===== config.mk =====
export PLATFORM = sky130hd
export DESIGN_NAME = alu_arbiter
export DESIGN_NICKNAME = d
export VERILOG_FILES = /design/src/rtl/alu_arbiter.sv
export SDC_FILE = /design/constraint.sdc
export NUM_CORES = 1
export LEC_CHECK = 0
export CORE_MARGIN = 1
export CORE_UTILIZATION = 35
export DETAILED_ROUTE_END_ITERATION = 6
export PLACE_DENSITY = 0.78
export SYNTH_ARGS = -nofsm -noshare
export SYNTH_HDL_FRONTEND = slang
export SYNTH_SLANG_ARGS = --single-unit

===== constraint.sdc =====
create_clock -name Clk -period 3.6 [get_ports Clk]
set_input_delay 0.9 -clock Clk [delete_from_list [all_inputs] [get_ports Clk]]
set_output_delay 0.9 -clock Clk [all_outputs]
set_load 0.005 [all_outputs]

===== src/rtl/alu_arbiter.sv =====
// alu_arbiter: shares one 32-bit ALU between two requesters.
// Each operation goes IDLE -> EXEC -> RESP. The arbiter issues the operands and
// op code from registers, captures the result and flags one settle cycle later,
// and holds them on the response port until RspAck.
// Optional feature macro: ALU_ARB_RR_EN. When it is defined, a round-robin
// pointer picks the winner when both requesters ask at once. When it is
// undefined, requester 0 always wins.
module alu_arbiter (
  input  logic        Clk,
  input  logic        Rst,
  input  logic        Req0,
  input  logic        Req1,
  input  logic [31:0] A0,
  input  logic [31:0] B0,
  input  logic [31:0] A1,
  input  logic [31:0] B1,
  input  logic [2:0]  Op0,
  input  logic [2:0]  Op1,
  output logic        Gnt0,
  output logic        Gnt1,
  output logic [31:0] AluA,
  output logic [31:0] AluB,
  output logic [2:0]  AluOp,
  input  logic [31:0] AluR,
  input  logic        AluC,
  input  logic        AluV,
  input  logic        AluZ,
  output logic        RspValid,
  input  logic        RspAck,
  output logic        RspId,
  output logic [31:0] RspR,
  output logic        RspC,
  output logic        RspV,
  output logic        RspZ,
  output logic        Busy
);

  typedef enum logic [1:0] {
    ST_IDLE = 2'd0,
    ST_EXEC = 2'd1,
    ST_RESP = 2'd2
  } state_t;

  state_t      r_state;
  state_t      w_next_state;
  logic        w_gnt0;
  logic        w_gnt1;
  logic        w_xfer;
  logic        w_prefer1;

  logic [31:0] r_alu_a;
  logic [31:0] r_alu_b;
  logic [2:0]  r_alu_op;
  logic        r_rsp_valid;
  logic        r_rsp_id;
  logic [31:0] r_rsp_r;
  logic        r_rsp_c;
  logic        r_rsp_v;
  logic        r_rsp_z;

`ifdef ALU_ARB_RR_EN
  // r_ptr = 1 means requester 1 is preferred on the next simultaneous request.
  logic r_ptr;

  // Round-robin pointer: after each grant, point at the requester that was not granted.
  always_ff @(posedge Clk or posedge Rst) begin
    if (Rst) begin
      r_ptr <= 1'b0;
    end else if (w_xfer) begin
      r_ptr <= w_gnt0;
    end else begin
      r_ptr <= r_ptr;
    end
  end

  assign w_prefer1 = r_ptr;
`else
  assign w_prefer1 = 1'b0;
`endif

  assign w_xfer = w_gnt0 | w_gnt1;

  // Grant decode: combinational from the requests and the state only, and forced low during reset.
  always_comb begin
    w_gnt0 = 1'b0;
    w_gnt1 = 1'b0;
    if (!Rst && (r_state == ST_IDLE)) begin
      if (Req0 && Req1) begin
        w_gnt0 = ~w_prefer1;
        w_gnt1 = w_prefer1;
      end else begin
        w_gnt0 = Req0;
        w_gnt1 = Req1;
      end
    end else begin
      w_gnt0 = 1'b0;
      w_gnt1 = 1'b0;
    end
  end

  // Next-state logic for the IDLE -> EXEC -> RESP operation sequence.
  always_comb begin
    w_next_state = r_state;
    case (r_state)
      ST_IDLE: begin
        if (w_xfer) begin
          w_next_state = ST_EXEC;
        end else begin
          w_next_state = ST_IDLE;
        end
      end
      ST_EXEC: begin
        w_next_state = ST_RESP;
      end
      ST_RESP: begin
        if (RspAck) begin
          w_next_state = ST_IDLE;
        end else begin
          w_next_state = ST_RESP;
        end
      end
      default: begin
        w_next_state = ST_IDLE;
      end
    endcase
  end

  // State register.
  always_ff @(posedge Clk or posedge Rst) begin
    if (Rst) begin
      r_state <= ST_IDLE;
    end else begin
      r_state <= w_next_state;
    end
  end

  // Operand/op issue registers: load on a transfer and hold the last issued values otherwise.
  always_ff @(posedge Clk or posedge Rst) begin
    if (Rst) begin
      r_alu_a  <= 32'd0;
      r_alu_b  <= 32'd0;
      r_alu_op <= 3'd0;
      r_rsp_id <= 1'b0;
    end else if (w_xfer) begin
      r_alu_a  <= w_gnt1 ? A1  : A0;
      r_alu_b  <= w_gnt1 ? B1  : B0;
      r_alu_op <= w_gnt1 ? Op1 : Op0;
      r_rsp_id <= w_gnt1;
    end else begin
      r_alu_a  <= r_alu_a;
      r_alu_b  <= r_alu_b;
      r_alu_op <= r_alu_op;
      r_rsp_id <= r_rsp_id;
    end
  end

  // Response capture: sample the ALU at the end of EXEC, and drop valid when the response is acknowledged.
  always_ff @(posedge Clk or posedge Rst) begin
    if (Rst) begin
      r_rsp_valid <= 1'b0;
      r_rsp_r     <= 32'd0;
      r_rsp_c     <= 1'b0;
      r_rsp_v     <= 1'b0;
      r_rsp_z     <= 1'b0;
    end else if (r_state == ST_EXEC) begin
      r_rsp_valid <= 1'b1;
      r_rsp_r     <= AluR;
      r_rsp_c     <= AluC;
      r_rsp_v     <= AluV;
      r_rsp_z     <= AluZ;
    end else if ((r_state == ST_RESP) && RspAck) begin
      r_rsp_valid <= 1'b0;
      r_rsp_r     <= r_rsp_r;
      r_rsp_c     <= r_rsp_c;
      r_rsp_v     <= r_rsp_v;
      r_rsp_z     <= r_rsp_z;
    end else begin
      r_rsp_valid <= r_rsp_valid;
      r_rsp_r     <= r_rsp_r;
      r_rsp_c     <= r_rsp_c;
      r_rsp_v     <= r_rsp_v;
      r_rsp_z     <= r_rsp_z;
    end
  end

  assign Gnt0     = w_gnt0;
  assign Gnt1     = w_gnt1;
  assign AluA     = r_alu_a;
  assign AluB     = r_alu_b;
  assign AluOp    = r_alu_op;
  assign RspValid = r_rsp_valid;
  assign RspId    = r_rsp_id;
  assign RspR     = r_rsp_r;
  assign RspC     = r_rsp_c;
  assign RspV     = r_rsp_v;
  assign RspZ     = r_rsp_z;
  assign Busy     = (r_state != ST_IDLE);

endmodule


Word-level counts from Yosys, hierarchy flattened. Index checks and enable logic that the tools add are counted. W data, S select, Z words.

Output and inout bits: 107. Memories: 0. Flip-flop bits (word level): 106. Latch bits: 0. Logic and storage cells: 32. Input bits: 174. Bits in writable memories: 0. Bits in read-only memories: 0.

Equality and inequality tests: 2. Order comparisons: 0. Reductions and logical operators: 7. Div/mod/pow operators: 0. Bitwise gates (word level): 1. Shift operators: 0. Add/sub/neg operators: 0. Muxes and demuxes: 12. Multiply operators: 0.

Operator list (count): $mux W32 (2); $mux W1 (7); $pmux W2 S3 (1); $reduce_bool A2 Y1 (2); $logic_and A1 B1 Y1 (3); $mux W3 (1); $eq A2 B1 Y1 const B (1); $eq A2 B2 Y1 const B (1); $logic_not A2 Y1 (1); $mux W2 (1); $logic_not A1 Y1 (1); $or A1 B1 Y1 (1).

Depth between registers and ports, before layout. Gate-level depths: netlist of the first run.

Depth after elaboration: 6. Mapped depth: 6.

Worst setup path after synthesis of the first run. OpenSTA, ideal clock, no wires.

Kind: in2out. Start: input port Req0. End: output port Gnt1. Stages: 5. Data required time: 2.700 ns. Buffers on the path: 3. Arrival time: 1.591 ns. Setup slack: 1.109 ns. Cell sequence: nand2b_1 clkbuf_2 buf_6 buf_6 nor3_1.

Cells in the longest elaborated chain, start to end: 3.

Ends and longest elaborated chain: from (decl) (line 11) `input logic Req0,`; $logic_and A1 B1 Y1 (line 88) `if (Req0 && Req1) begin`; $mux W1 (line 88); $mux W1 (line 87) `if (!Rst && (r_state == ST_IDLE)) begin`; to (decl) (line 20) `output logic Gnt1,`.

Every way passes these cells.

Final worst setup path of the first run.
Start: input port Rst. End: output port Gnt0.

Cells in the longest elaborated chain, start to end: 3.

Ends and longest elaborated chain: from (decl) (line 10) `input logic Rst,`; $logic_not A1 Y1 (no source line); $logic_and A1 B1 Y1 (line 87); $mux W1 (line 87); to (decl) (line 19) `output logic Gnt0,`.

Every way passes these cells.

==> flow_summary.ini, run 1 <==
[synthesis]
synth_adder_area_share = 0
synth-simple-area-share = 0.0104
yosysTopAreaCell = dfrtp_1
yosysWarningCount = 0
ys_top_cells_by_area = dfrtp_1 (54%), mux2_2 (30%), mux2_4 (12%), buf_6 (1.4%), buf_2 (1.3%)
synthXorXnorAreaFrac = 0
avgSynthCellArea_um2 = 15.8
synth-compound-area-share = 0.00610
synth-seq-area-share = 0.539
ys_ff_latch = 106
synth.cell_area_um2 = 4920
ys_types = 18
synth_top_area_share = 0.539
synthMuxAreaShare = 0.415
synth_fp_nets = 485
synth_top_family_by_area = multiplexers
synthCells = 311

[job]
maxCapViolCount = 0

[clock_tree]
cts_tree = done
path_clk_slew_ns = 0.06
cts_resized = 0
cts_sinks = 106
cts_htree_levels = 3
cts_buffers = 9
cts_hold_buf = 0
postCtsSetupBuffers = 0
root_buffer = clkbuf_16
insertion_delay_ns = 0.34
cts.path.max_buffers = 2

[power]
p_comb_frac = 0.440
seqPwrFrac = 0.391
p_clk_frac = 0.169
swShare = 0.261
p_leak_nw = 3.37
ir_drop_uv = 413
p_sw_mw = 1.35
p_total_mw = 5.18
power_density_nw_per_um2 = 634
internal_power_mw = 3.83

[status]
run_status = finished clean

[sta]
fin_crit_sh = 0.944
finalMaxSlewViolations = 0
skew_ns = 0.00756
fin_crit_ns = 3.40
final_hold_viol_count = 0
setup_slack_ns = 0.202
maxSlewHeadroom = 0.655
worstMarginPinSlew_ns = 0.518
rsz0062_at_grt = false
finalSetupViolCount = 0
max_clock_freq_ghz = 0.294
finalSetupTns_ns = 0

[worst_setup_path]
cp-start-kind = input port
path_class = in -> out
cp.arrival_ns = 2.50
required_ns = 2.70
rrSetupSlack_ns = 1.53
worstSetupEndpointType = output port
crit_fanout = 3

[floorplan]
start_util = 0.365
ios = 281
fp.dieH_um = 121
coreArea_um2 = 13500
die_area_um2 = 14500
row_count = 42
die_x_um = 121

[cells_and_area]
insertedDiodeCount = 0
areaGrowthSynthToFinish_pct = 66.0
design_area_um2 = 8170
drive_above_1_share = 0.330
layout.nets = 762

[drt]
ant_nets = 0
drt-pass1-iter-count = 4
vias_per_cell = 4.62
drt-wirelength-per-cell_um = 16.6
drc = 0
routed-via-count = 3543
drtIter0Drc = 90
postRouteWirelength_mm = 12.8

[placed_design]
placed_area_um2 = 7910
pre_cts_ws_ns = 0.175
port_buffers = 280
dp_hpwl_mm = 9.88
place_congestion = 0.714

[hold_path]
hold_path_class = reg -> reg

[grt]
grt.total_usage = 0.179
grt_pass1_wl_mm = 20.0
grt_start_max_net_pins = 68
grt_antenna_before_repair = 0
gr-total-overflow = 0
grt_pass1_vias = 3898
[flip-flops by register name, summed over array words and instances (netlist names)]
name and cells:
AluA 32, AluB 32, RspR 32, AluOp 3, r_state 2, RspC 1, RspId 1, RspV 1
RspValid 1, RspZ 1
[worst paths after layout]
check / start / endpoint / cells past startpoint
max: Rst / Gnt0 / 4
min: AluA[24] / AluA[24] / 1
max reg2reg: r_state[1] / AluB[20] / 4
min reg2reg: AluA[24] / AluA[24] / 1
max in group asynchronous: Rst / AluA[16] / 3
min in group asynchronous: Rst / RspR[30] / 3
[Yosys cell counts, drive strengths merged]
library cell,instances
a21oi,2
o21ai,1
o21a,1
nand2b,1
clkbuf,1
or2,1
mux2,169
buf,19
inv,2
nor3,2
and2,1
nor2,3
dfrtp,106
nor2b,1
a21o,1
[placed cells by master, fill, tap and decap left out, drive strengths merged]
cell type	synthesis	final
clkbuf	1	9
nor3	2	2
o21a	1	1
inv	2	1
o21ai	1	1
buf	19	6
and2	1	1
clkinvlp	0	3
or2	1	1
nor2	3	3
nand2b	1	1
a21o	1	1
dfrtp	106	106
clkinv	0	3
a21oi	2	2
mux2	169	169
clkdlybuf4s50	0	280
nor2b	1	1
[area by class of cell]
type | count | area, um2
Clock buffer | 9 | 225
Clock inverter | 5 | 33.8
Fill cell | 1051 | 5330
Inverter | 2 | 11.3
Multi-Input combinational cell | 183 | 2140
Sequential cell | 106 | 2650
Tap cell | 176 | 220
Timing Repair Buffer | 286 | 2890
[critical path, stage by stage]
cell and delay [ns]:
clkdlybuf4s50_1 0.50, nor3_2 0.33, and2_1 0.24, clkdlybuf4s50_1 0.52
[routing by layer]
layer  wire, um  part of all wire  GRT usage
met3       1370              0.11     0.0642
met4        181             0.014     0.0687
met5          0                 0          0
met1       4780              0.37      0.193
met2       6420              0.50      0.320
[cells by family after synthesis]
group / Yosys count
multiplexers: 169
flip-flops: 106
buffers and inverters: 22
AND/OR/NAND/NOR: 9
AO/OA/AOI/OAI: 5
[per-stage QoR]
stage / hold slack, ns / util / instances
3_5_place_dp: 0.491 / 0.586 / 753
4_1_cts: 0.511 / 0.605 / 767
3_3_place_gp: 0.488 / 0.586 / 753
6_report: 0.505 / 0.605 / 767
5_1_grt: 0.521 / 0.605 / 767
2_1_floorplan: 0.486 / - / 311
[power groups by stage]
stage / Sequential (mW) / Combinational, mW / Clock [mW]
2_1_floorplan: 2.06 / 0.787 / 0
3_3_place_gp: 2.01 / 2.27 / 0
3_5_place_dp: 2.05 / 2.31 / 0
4_1_cts: 2.03 / 2.32 / 0.907
5_1_grt: 2.10 / 2.44 / 0.954
6_report: 2.02 / 2.28 / 0.878
(Power assumes the default switching activity.)
==> inputs of run 2 (changes only) <==
--- a/config.mk
+++ b/config.mk
@@ -5,6 +5,7 @@
 export SDC_FILE = /design/constraint.sdc
 export NUM_CORES = 1
 export LEC_CHECK = 0
+export ABC_CLOCK_PERIOD_IN_PS = 3600
 export CORE_MARGIN = 1
 export CORE_UTILIZATION = 35
 export DETAILED_ROUTE_END_ITERATION = 6
==> results of run 2 <==
Same layout as run 1: the final DEF is identical, and so are final timing and power.
